## config.mk

```make
export PLATFORM = sky130hd
export DESIGN_NAME = m_irq_csr_unit
export DESIGN_NICKNAME = d
export VERILOG_FILES = /design/src/rtl/irq_csr_pkg.sv /design/src/rtl/m_irq_csr_unit_prio.sv /design/src/rtl/m_irq_csr_unit.sv
export SDC_FILE = /design/constraint.sdc
export NUM_CORES = 1
export LEC_CHECK = 0
export CORE_ASPECT_RATIO = 0.6
export CORE_MARGIN = 3
export CORE_UTILIZATION = 40
export DETAILED_ROUTE_END_ITERATION = 12
export DONT_BUFFER_PORTS = 1
export GPL_ROUTABILITY_DRIVEN = 0
export MAX_ROUTING_LAYER = met4
export PLACE_DENSITY_LB_ADDON = 0.3
export SETUP_SLACK_MARGIN = 0.3
export SLEW_MARGIN = 10
export SYNTH_ARGS = -nofsm -noshare
export SYNTH_HDL_FRONTEND = slang
export SYNTH_SLANG_ARGS = --single-unit
```

## constraint.sdc

```tcl
create_clock -name clk_in -period 1.9 [get_ports clk_in]
set_input_delay 0 -clock clk_in [delete_from_list [all_inputs] [get_ports clk_in]]
set_output_delay 0 -clock clk_in [all_outputs]
set_load 0.03 [all_outputs]
```

## src/rtl/irq_csr_pkg.sv

```systemverilog
// Shared constants and types for the machine-mode interrupt CSR unit.
// Includes the CSR read-modify-write helper used by every writable register.
package irq_csr_pkg;

   localparam logic [11:0] CSR_MSTATUS = 12'h300;
   localparam logic [11:0] CSR_MIE     = 12'h304;
   localparam logic [11:0] CSR_MIP     = 12'h344;

   localparam logic [1:0] OP_NONE  = 2'b00;
   localparam logic [1:0] OP_WRITE = 2'b01;
   localparam logic [1:0] OP_SET   = 2'b10;
   localparam logic [1:0] OP_CLEAR = 2'b11;

   localparam logic [4:0] CAUSE_MSI = 5'd3;
   localparam logic [4:0] CAUSE_MTI = 5'd7;
   localparam logic [4:0] CAUSE_MEI = 5'd11;

   localparam int LOCAL_BASE = 16;

   typedef enum logic {
      ST_IDLE,
      ST_REQ
   } irq_state_t;

   function automatic logic [31:0] csr_apply(input logic [31:0] old_value,
                                             input logic [31:0] operand,
                                             input logic [1:0]  op);
      case (op)
         OP_WRITE: csr_apply = operand;
         OP_SET:   csr_apply = old_value | operand;
         OP_CLEAR: csr_apply = old_value & ~operand;
         default:  csr_apply = old_value;
      endcase
   endfunction

endpackage

```

## src/rtl/m_irq_csr_unit_prio.sv

```systemverilog
// Fixed-priority interrupt encoder: MEI > MSI > MTI > locals (lowest index first).
// Callers present only architected bits, so any set bit makes the vector valid.
module irq_prio_enc
   import irq_csr_pkg::*;
#(
   parameter int WIDTH = 20
) (
   input  logic [WIDTH-1:0] eligible,
   output logic             valid,
   output logic [4:0]       cause
);

   always_comb begin
      valid = |eligible;
      cause = '0;
      // Scan locals from the top so the lowest index is the last to win.
      for (int i = WIDTH - 1; i >= LOCAL_BASE; i--) begin
         if (eligible[i]) cause = 5'(i);
      end
      if (eligible[CAUSE_MTI]) cause = CAUSE_MTI;
      if (eligible[CAUSE_MSI]) cause = CAUSE_MSI;
      if (eligible[CAUSE_MEI]) cause = CAUSE_MEI;
   end

endmodule

```

## src/rtl/m_irq_csr_unit.sv

```systemverilog
// Machine-mode mstatus/mie/mip register set with edge-latched local interrupts
// and a request/acknowledge handshake toward the trap sequencer.
module m_irq_csr_unit
   import irq_csr_pkg::*;
#(
   parameter int NUM_LOCAL = 4
) (
   input  logic                 clk_in,
   input  logic                 rst_n_in,
   input  logic [11:0]          csr_addr_in,
   input  logic                 csr_wr_en_in,
   input  logic [1:0]           csr_op_in,
   input  logic [31:0]          csr_wdata_in,
   output logic [31:0]          csr_rdata_out,
   input  logic                 ext_irq_in,
   input  logic                 sw_irq_in,
   input  logic                 timer_irq_in,
   input  logic [NUM_LOCAL-1:0] local_irq_in,
   input  logic                 trap_taken_in,
   input  logic                 mret_in,
   output logic                 irq_req_out,
   output logic [4:0]           irq_cause_out,
   input  logic                 irq_ack_in,
   output logic                 mie_out
);

   localparam int WIDTH = LOCAL_BASE + NUM_LOCAL;
   localparam logic [31:0] MIE_MASK =
      32'h0000_0888 | (((32'h1 << NUM_LOCAL) - 32'h1) << LOCAL_BASE);

   logic                 mstatus_mie, mstatus_mpie;
   logic [31:0]          mie_q;
   logic [NUM_LOCAL-1:0] pending, local_prev, local_edge, pend_clr;
   irq_state_t           state, state_next;
   logic [4:0]           cause_q, cause_next;
   logic [31:0]          mstatus_val, mip_val, csr_new, elig_ext;
   logic [WIDTH-1:0]     eligible;
   logic                 wr_any, wr_mstatus, wr_mie, wr_mip, ack_valid;
   logic                 win_valid;
   logic [4:0]           win_cause;

   always_comb begin
      mstatus_val    = 32'h0000_1800;
      mstatus_val[3] = mstatus_mie;
      mstatus_val[7] = mstatus_mpie;
      mip_val        = '0;
      mip_val[3]     = sw_irq_in;
      mip_val[7]     = timer_irq_in;
      mip_val[11]    = ext_irq_in;
      mip_val[LOCAL_BASE +: NUM_LOCAL] = pending;
      case (csr_addr_in)
         CSR_MSTATUS: csr_rdata_out = mstatus_val;
         CSR_MIE:     csr_rdata_out = mie_q;
         CSR_MIP:     csr_rdata_out = mip_val;
         default:     csr_rdata_out = '0;
      endcase
   end

   assign csr_new    = csr_apply(csr_rdata_out, csr_wdata_in, csr_op_in);
   assign wr_any     = csr_wr_en_in && (csr_op_in != OP_NONE);
   assign wr_mstatus = wr_any && (csr_addr_in == CSR_MSTATUS);
   assign wr_mie     = wr_any && (csr_addr_in == CSR_MIE);
   assign wr_mip     = wr_any && (csr_addr_in == CSR_MIP);
   assign ack_valid  = irq_ack_in && (state == ST_REQ);
   assign local_edge = local_irq_in & ~local_prev;

   assign eligible = mstatus_mie ? (mip_val[WIDTH-1:0] & mie_q[WIDTH-1:0]) : '0;
   assign elig_ext = 32'(eligible);

   always_comb begin
      pend_clr = '0;
      for (int i = 0; i < NUM_LOCAL; i++) begin
         pend_clr[i] = (wr_mip && !csr_new[LOCAL_BASE + i]) ||
                       (ack_valid && (cause_q == 5'(LOCAL_BASE + i)));
      end
   end

   irq_prio_enc #(.WIDTH(WIDTH)) u_prio (
      .eligible (eligible),
      .valid    (win_valid),
      .cause    (win_cause)
   );

   // A CSR write to mstatus outranks trap entry, which outranks mret.
   always_ff @(posedge clk_in or negedge rst_n_in) begin
      if (!rst_n_in) begin
         mstatus_mie  <= 1'b0;
         mstatus_mpie <= 1'b1;
      end else if (wr_mstatus) begin
         mstatus_mie  <= csr_new[3];
         mstatus_mpie <= csr_new[7];
      end else if (ack_valid || trap_taken_in) begin
         mstatus_mpie <= mstatus_mie;
         mstatus_mie  <= 1'b0;
      end else if (mret_in) begin
         mstatus_mie  <= mstatus_mpie;
         mstatus_mpie <= 1'b1;
      end
   end

   // A new edge overrides any clear arriving in the same cycle.
   always_ff @(posedge clk_in or negedge rst_n_in) begin
      if (!rst_n_in) begin
         mie_q      <= '0;
         pending    <= '0;
         local_prev <= '0;
      end else begin
         if (wr_mie) mie_q <= csr_new & MIE_MASK;
         pending    <= (pending & ~pend_clr) | local_edge;
         local_prev <= local_irq_in;
      end
   end

   always_ff @(posedge clk_in or negedge rst_n_in) begin
      if (!rst_n_in) begin
         state   <= ST_IDLE;
         cause_q <= '0;
      end else begin
         state   <= state_next;
         cause_q <= cause_next;
      end
   end

   always_comb begin
      state_next = state;
      cause_next = cause_q;
      case (state)
         ST_IDLE: begin
            if (win_valid) begin
               state_next = ST_REQ;
               cause_next = win_cause;
            end
         end
         ST_REQ: begin
            if (ack_valid || !elig_ext[cause_q]) state_next = ST_IDLE;
         end
         default: state_next = ST_IDLE;
      endcase
   end

   assign irq_req_out   = (state == ST_REQ);
   assign irq_cause_out = cause_q;
   assign mie_out       = mstatus_mie;

endmodule

```

# == Word-level counts from Yosys, hierarchy flattened ==
# Index checks and enable logic that the tools add are counted.
# word_totals
ff_bits,23
latchBits,0
ram_bits,0
rom_bits,0
inputBits,59
out_inout_bits,39
mem_count,0
# op_classes
n_addsub,0
n_mul,0
div,0
n_lt_le_gt_ge,1
n_eq_ne,10
n_shift,0
muxes,21
bitwise_logic,10
reduce_logical,28
# ops
cell,n
$pmux 20 s3,2
$and 20x20->20,2
$eq 12x10->1 const B,3
$mux 5,7
$eq 5x5->1 const B,4
$mux 20,1
$not 20->20,1
$or 20x20->20,1
$reduce_or 20->1,1
$logic_and 1x1->1,13
$mux 1,9
$and 4x4->4,2
$not 4->4,2
$logic_or 1x1->1,6
$lt 5x6->1 const B,1
$bmux 1 s5,1
$logic_not 1->1,5
$eq 2x2->1 const B,2
$or 4x4->4,1
$reduce_bool 3->1,1
$eq 2x1->1 const B,1
$pmux 1 s2,1
$reduce_and 2->1,1
$reduce_bool 2->1,1
$not 1->1,1

# == Depth between registers and ports, before layout ==
# depth
depth_word,10
mapped_depth,6

# == Hierarchy ==
# A second synthesis with hierarchy kept.
# hier_totals
cells_unflattened,218
hier_area_um2,1848.0
# by_module_without_submodules
module,n_inst,cells_per_inst,area_each_um2
m_irq_csr_unit,1,203,1757.9
irq_prio_enc,1,15,90.1

# == Worst setup path before layout ==
# No wires, ideal clock.
# synth_timing
path_type,reg2reg
from,"register cause_q[0], in the netlist irq_cause_out[0]"
to,"register state, in the netlist irq_req_out"
setup_time_ns,0.069
arrival_time_ns,1.477
required_ns,1.831
slack_ns,0.354
path_stages_with_launch,5
path_buffers,0
cell_sequence,dfrtp_1 > inv_2 > mux4_2 > or3_1 > nand3_1
# synth_via
elab_chain_len,6
# synth_lines
element,line,source
"start, declared",m_irq_csr_unit.sv:35,"logic [4:0] cause_q, cause_next;"
"start signal, assigned",m_irq_csr_unit.sv:120,cause_q <= cause_next;
$bmux 1 s5,m_irq_csr_unit.sv:135,if (ack_valid || !elig_ext[cause_q]) state_next = ST_IDLE;
$mux 1 (implied by the code),m_irq_csr_unit.sv:135,
$logic_not 1->1,m_irq_csr_unit.sv:135,
$logic_or 1x1->1,m_irq_csr_unit.sv:135,
$mux 1,m_irq_csr_unit.sv:135,
$pmux 1 s2,m_irq_csr_unit.sv:127,case (state)
via state_next,m_irq_csr_unit.sv:34,"irq_state_t state, state_next;"
"end signal, assigned",m_irq_csr_unit.sv:119,state <= state_next;
"end, declared",m_irq_csr_unit.sv:34,
# The timed path passes the listed nets, and every way through them passes these cells. The select of a mux whose other input is x is not followed.
# A chain may end at the register's enable or synchronous reset.

# == Final worst setup path ==
# layout_timing
from,register mie_q[11]
to,"register cause_q[3], in the netlist irq_cause_out[3]"
# layout_via
elab_chain_len,4
elab_cells_between_ends,5
classes_between,mux: 2; bitwise: 1; reduce/logical: 2
# layout_lines
element,line,source
"start, declared",m_irq_csr_unit.sv:32,logic [31:0] mie_q;
"start signal, assigned",m_irq_csr_unit.sv:108,if (wr_mie) mie_q <= csr_new & MIE_MASK;
$and 20x20->20 (*),m_irq_csr_unit.sv:67,assign eligible = mstatus_mie ? (mip_val[WIDTH-1:0] & mie_q[WIDTH-1:0]) : '0;
$mux 20 (*),m_irq_csr_unit.sv:67,
$reduce_or 20->1,m_irq_csr_unit_prio.sv:14,valid = |eligible;
$reduce_and 2->1 (no source line),--,
# Every way passes the cells marked *; elsewhere a longest branch is shown, timed or not.

==> metrics.md <==
| Metric | Value |
|---|---|
| Run status | completed |
| Leak | 0.815 nW |
| Commonest non-fill, non-tap cell in the layout | nand2_1 |
| DP HPWL | 3.56 mm |
| Clock tree root buffer cell | clkbuf_8 |
| Vias in the first global route | 1424 |
| Final setup fails | 0 |
| Post-synthesis average cell area | 8.78 um2 |
| Area growth from synthesis to layout | 11.8% |
| Largest net degree at the start of global routing | 24 |
| Total inserted antenna cells | 0 |
| Type of the worst min-delay path | in2reg |
| Hold Vio Cnt, Final | 0 |
| Number of warnings reported in the yosys synthesis log | 0 |
| Max-slew headroom | 28.0% |
| Initial core utilization | 42.5% |
| Number of buffers inserted by post-CTS setup repair | 0 |
| Most used cells in the layout excluding fill and tap cells | nand2_1 (25), conb_1 (24), dfrtp_1 (21) |
| Cell at the slowest stage of the critical path | a222oi_1 |
| Kind of critical path | reg2reg |
| Initial antenna violation count | 0 |
| Worst reg2reg path startpoint | mie_q[11] |
| Number of nets in the final layout | 285 |
| Via-per-instance ratio | 5.47 |
| Placement Setup Slack | 0.306 ns |
| Worst reg2reg setup slack | 0.39 ns |
| Sequential cell area fraction in the yosys report | 32.2% |
| Post-route antenna net violation count | 0 |
| Instance count after placement with tap cells included | between 200 and 300 |
| Most used flip-flop cell after synthesis | dfrtp_1 |
| Total wirelength of the detailed-routed design | 4.65 mm |
| Cell-by-cell listing of the critical path | a222oi_1 -> a31o_2 -> nand2_1 -> o21ai_1 |
| Sort of element at the start of the critical path | flop |
| Detailed Routing Iterations Pass 1 | 4 |
| Setup repair after global routing missed its margin | no |
| # port buffers | 0 |
| Global-route wire length before repair | ~7.4 mm |
| Start point of the critical path | mie_q[11] |
| Worst Path Required | roughly 2.1 ns |
| Via total after detailed routing | 1559 |
| Critical path peak fanout | 5 |
| Async set or reset register ratio after synthesis | 100% |
| Die Width | just over 90 um |
| Max Clk Rate | about 0.66 GHz |
| I/O pin cnt | 98 |
| Kind of end point of the critical path | flop |
| Count of flip-flops with a built-in enable after synthesis | 0 |
| Final standard cell count with taps included and fillers excluded | 285 |
| Remaining DRCs | 0 |
| Critical path arrival | between 1.5 and 2 ns |
| Clock tree buffer depth | 2 |
| Worst path top cell family by delay | compound AO/OA/AOI/OAI gates |
| Final period demand of the worst path | 1.51 ns |
| Post-route clock skew | about 0.00086 ns |
| Clock slew seen by the registers of the worst setup and hold paths | 0.08 ns |
| CTS H-Tree Depth | 1 |
| Sum of negative setup slack | 0 ns |
| CTS tree | built |
| Number of design-rule violations left by the first detailed-router iteration | 77 |
| Number of sinks driven by the clock tree | 23 |
| Worst path buffer plus inverter count | 0 |
| Hold Startpoint | sw_irq_in |
| Global Route Usage Sum | a little under a fifth |
| Synth Instances | between 200 and 250 |
| Ratio of cells with drive above 1 in the final layout | between 10% and 20% |
| Die ar. | between 5000 and 6000 um2 |
| Areal power density over the cells | 514 nW/um2 |
| Synth cell types | 53 |
| CORE AREA | approximately 4200 um2 |
| Clock buffer count from CTS | 3 |
| Overall power of the completed layout | about 1.0 mW |
| Largest stage delay on the critical path | about 0.55 ns |
| Std cell rows | 18 |
| Tcrit/Tclk final | between 70% and 80% |
| GR Overflow Total | 0 |
| Average wire per cell in the routed design | 16.3 um |
| Number of slew-limit violations in the final report | 0 |
| Highest ir drop seen on vdd | 0.280 mV |
| Cell area after synthesis | 1790 um2 |
| Fillers | 426 |
| Flops & latches, synth | 23 |
| Number of max-cap violations | 0 |
| Transition time of the tightest slew-check pin | 1.08 ns |
| Overall die height | ~58 um |
| Final critical-path setup slack | 0.394 ns |
| Clock insertion delay at the later pin of the skew report | 0.26 ns |
[worst min-delay path: cells and delay by family]
family	cells	cell delay (ns)
AND/OR/NAND/NOR	2	0.15
AO/OA/AOI/OAI	1	0.09
[flip-flops by register name, summed over array words and instances, names as in the netlist]
signal         count
mstatus_mpie       1
local_prev         4
pending            4
irq_cause_out      5
mie_out            1
mie_q              7
irq_req_out        1
[routing by layer]
layer	track usage, %	part of all wire [%]
met3	4.02	9.2
met1	27.7	48
met2	25.2	42
met5	-	0
met4	2.11	0.17
[logic make-up after synthesis]
family	after synthesis	synth area share (%)
AOI/OAI and AO/OA	62	25.5
xor gates and xnor gates	7	3.42
other	1	0.209
DFF	23	32.2
muxes	9	6.01
buffers and inverters	37	13.3
and+or+nand+nor	65	19.3
[synthesized netlist by cell type, types with 2 or more instances]
library cell,count,area share (%)
a211oi_1,4,1.7
nand3_1,4,1.1
mux2i_1,4,2.2
nor3_1,6,1.7
o31ai_1,5,2.1
a2bb2oi_1,2,0.98
a22oi_1,6,2.5
mux2_1,3,1.9
and2_1,5,1.7
inv_1,6,1.3
nand2b_1,2,0.70
buf_2,2,0.56
o22ai_1,4,1.4
clkbuf_1,2,0.42
o41ai_1,3,1.5
nand3b_1,2,0.84
buf_4,24,10
o21ai_0,6,1.7
dfrtp_1,22,31
nor2_1,8,1.7
o21ai_1,12,3.4
o41ai_2,4,3.6
nor2b_1,2,0.70
xnor2_1,7,3.4
a21oi_1,5,1.4
a32o_1,3,1.7
nand2_1,25,5.2
[power by group]
| part | total, mW | switching [mW] | internal [mW] | leakage, nW |
|---|---|---|---|---|
| combinational | 0.218 | 0.144 | 0.0733 | 0.522 |
| sequential | 0.511 | 0.0102 | 0.501 | 0.270 |
| clock | 0.300 | 0.151 | 0.150 | 0.0228 |
[repair_timing]
action | 4_1_cts | 5_1_grt
hold endpoints to repair | 41 | 0
endpoints found under the setup margin | 1 | 3
cloned | 0 | 0
gates resized for setup | 1 | 2
pin swaps | 0 | 1
hold buffers | 12 | 0
[final timing paths]
check                      cells past startpoint          endpoint
max reg2reg                                    4  irq_cause_out[3]
min                                            3  irq_cause_out[4]
max                                            4  irq_cause_out[3]
min reg2reg                                    1        pending[1]
min in group asynchronous                      1          mie_q[3]
max in group asynchronous                      1       irq_req_out
[layout make-up]
| class | count | area [um2] | share of cell area [%] |
|---|---|---|---|
| multi-input cells | 167 | 1070 | 53.3 |
| well taps | 60 | 75.1 | 3.75 |
| inverters | 7 | 26.3 | 1.31 |
| repair buffers | 24 | 210 | 10.5 |
| clock buffers | 4 | 45.0 | 2.25 |
| flip-flops and latches | 23 | 578 | 28.9 |
[metrics by stage]
step | hold WS [ns] | cell area (um2) | util (%)
CTS | 0.00512 | 2000 | 47.4
global route | 0.00601 | 2000 | 47.6
global placement | -0.295 | 1830 | 43.5
floorplan | -0.296 | 1880 | -
detailed placement | -0.295 | 1830 | 43.5
finish | 0.0170 | 2000 | 47.6
Note: power is estimated with default switching activity, not from simulation.
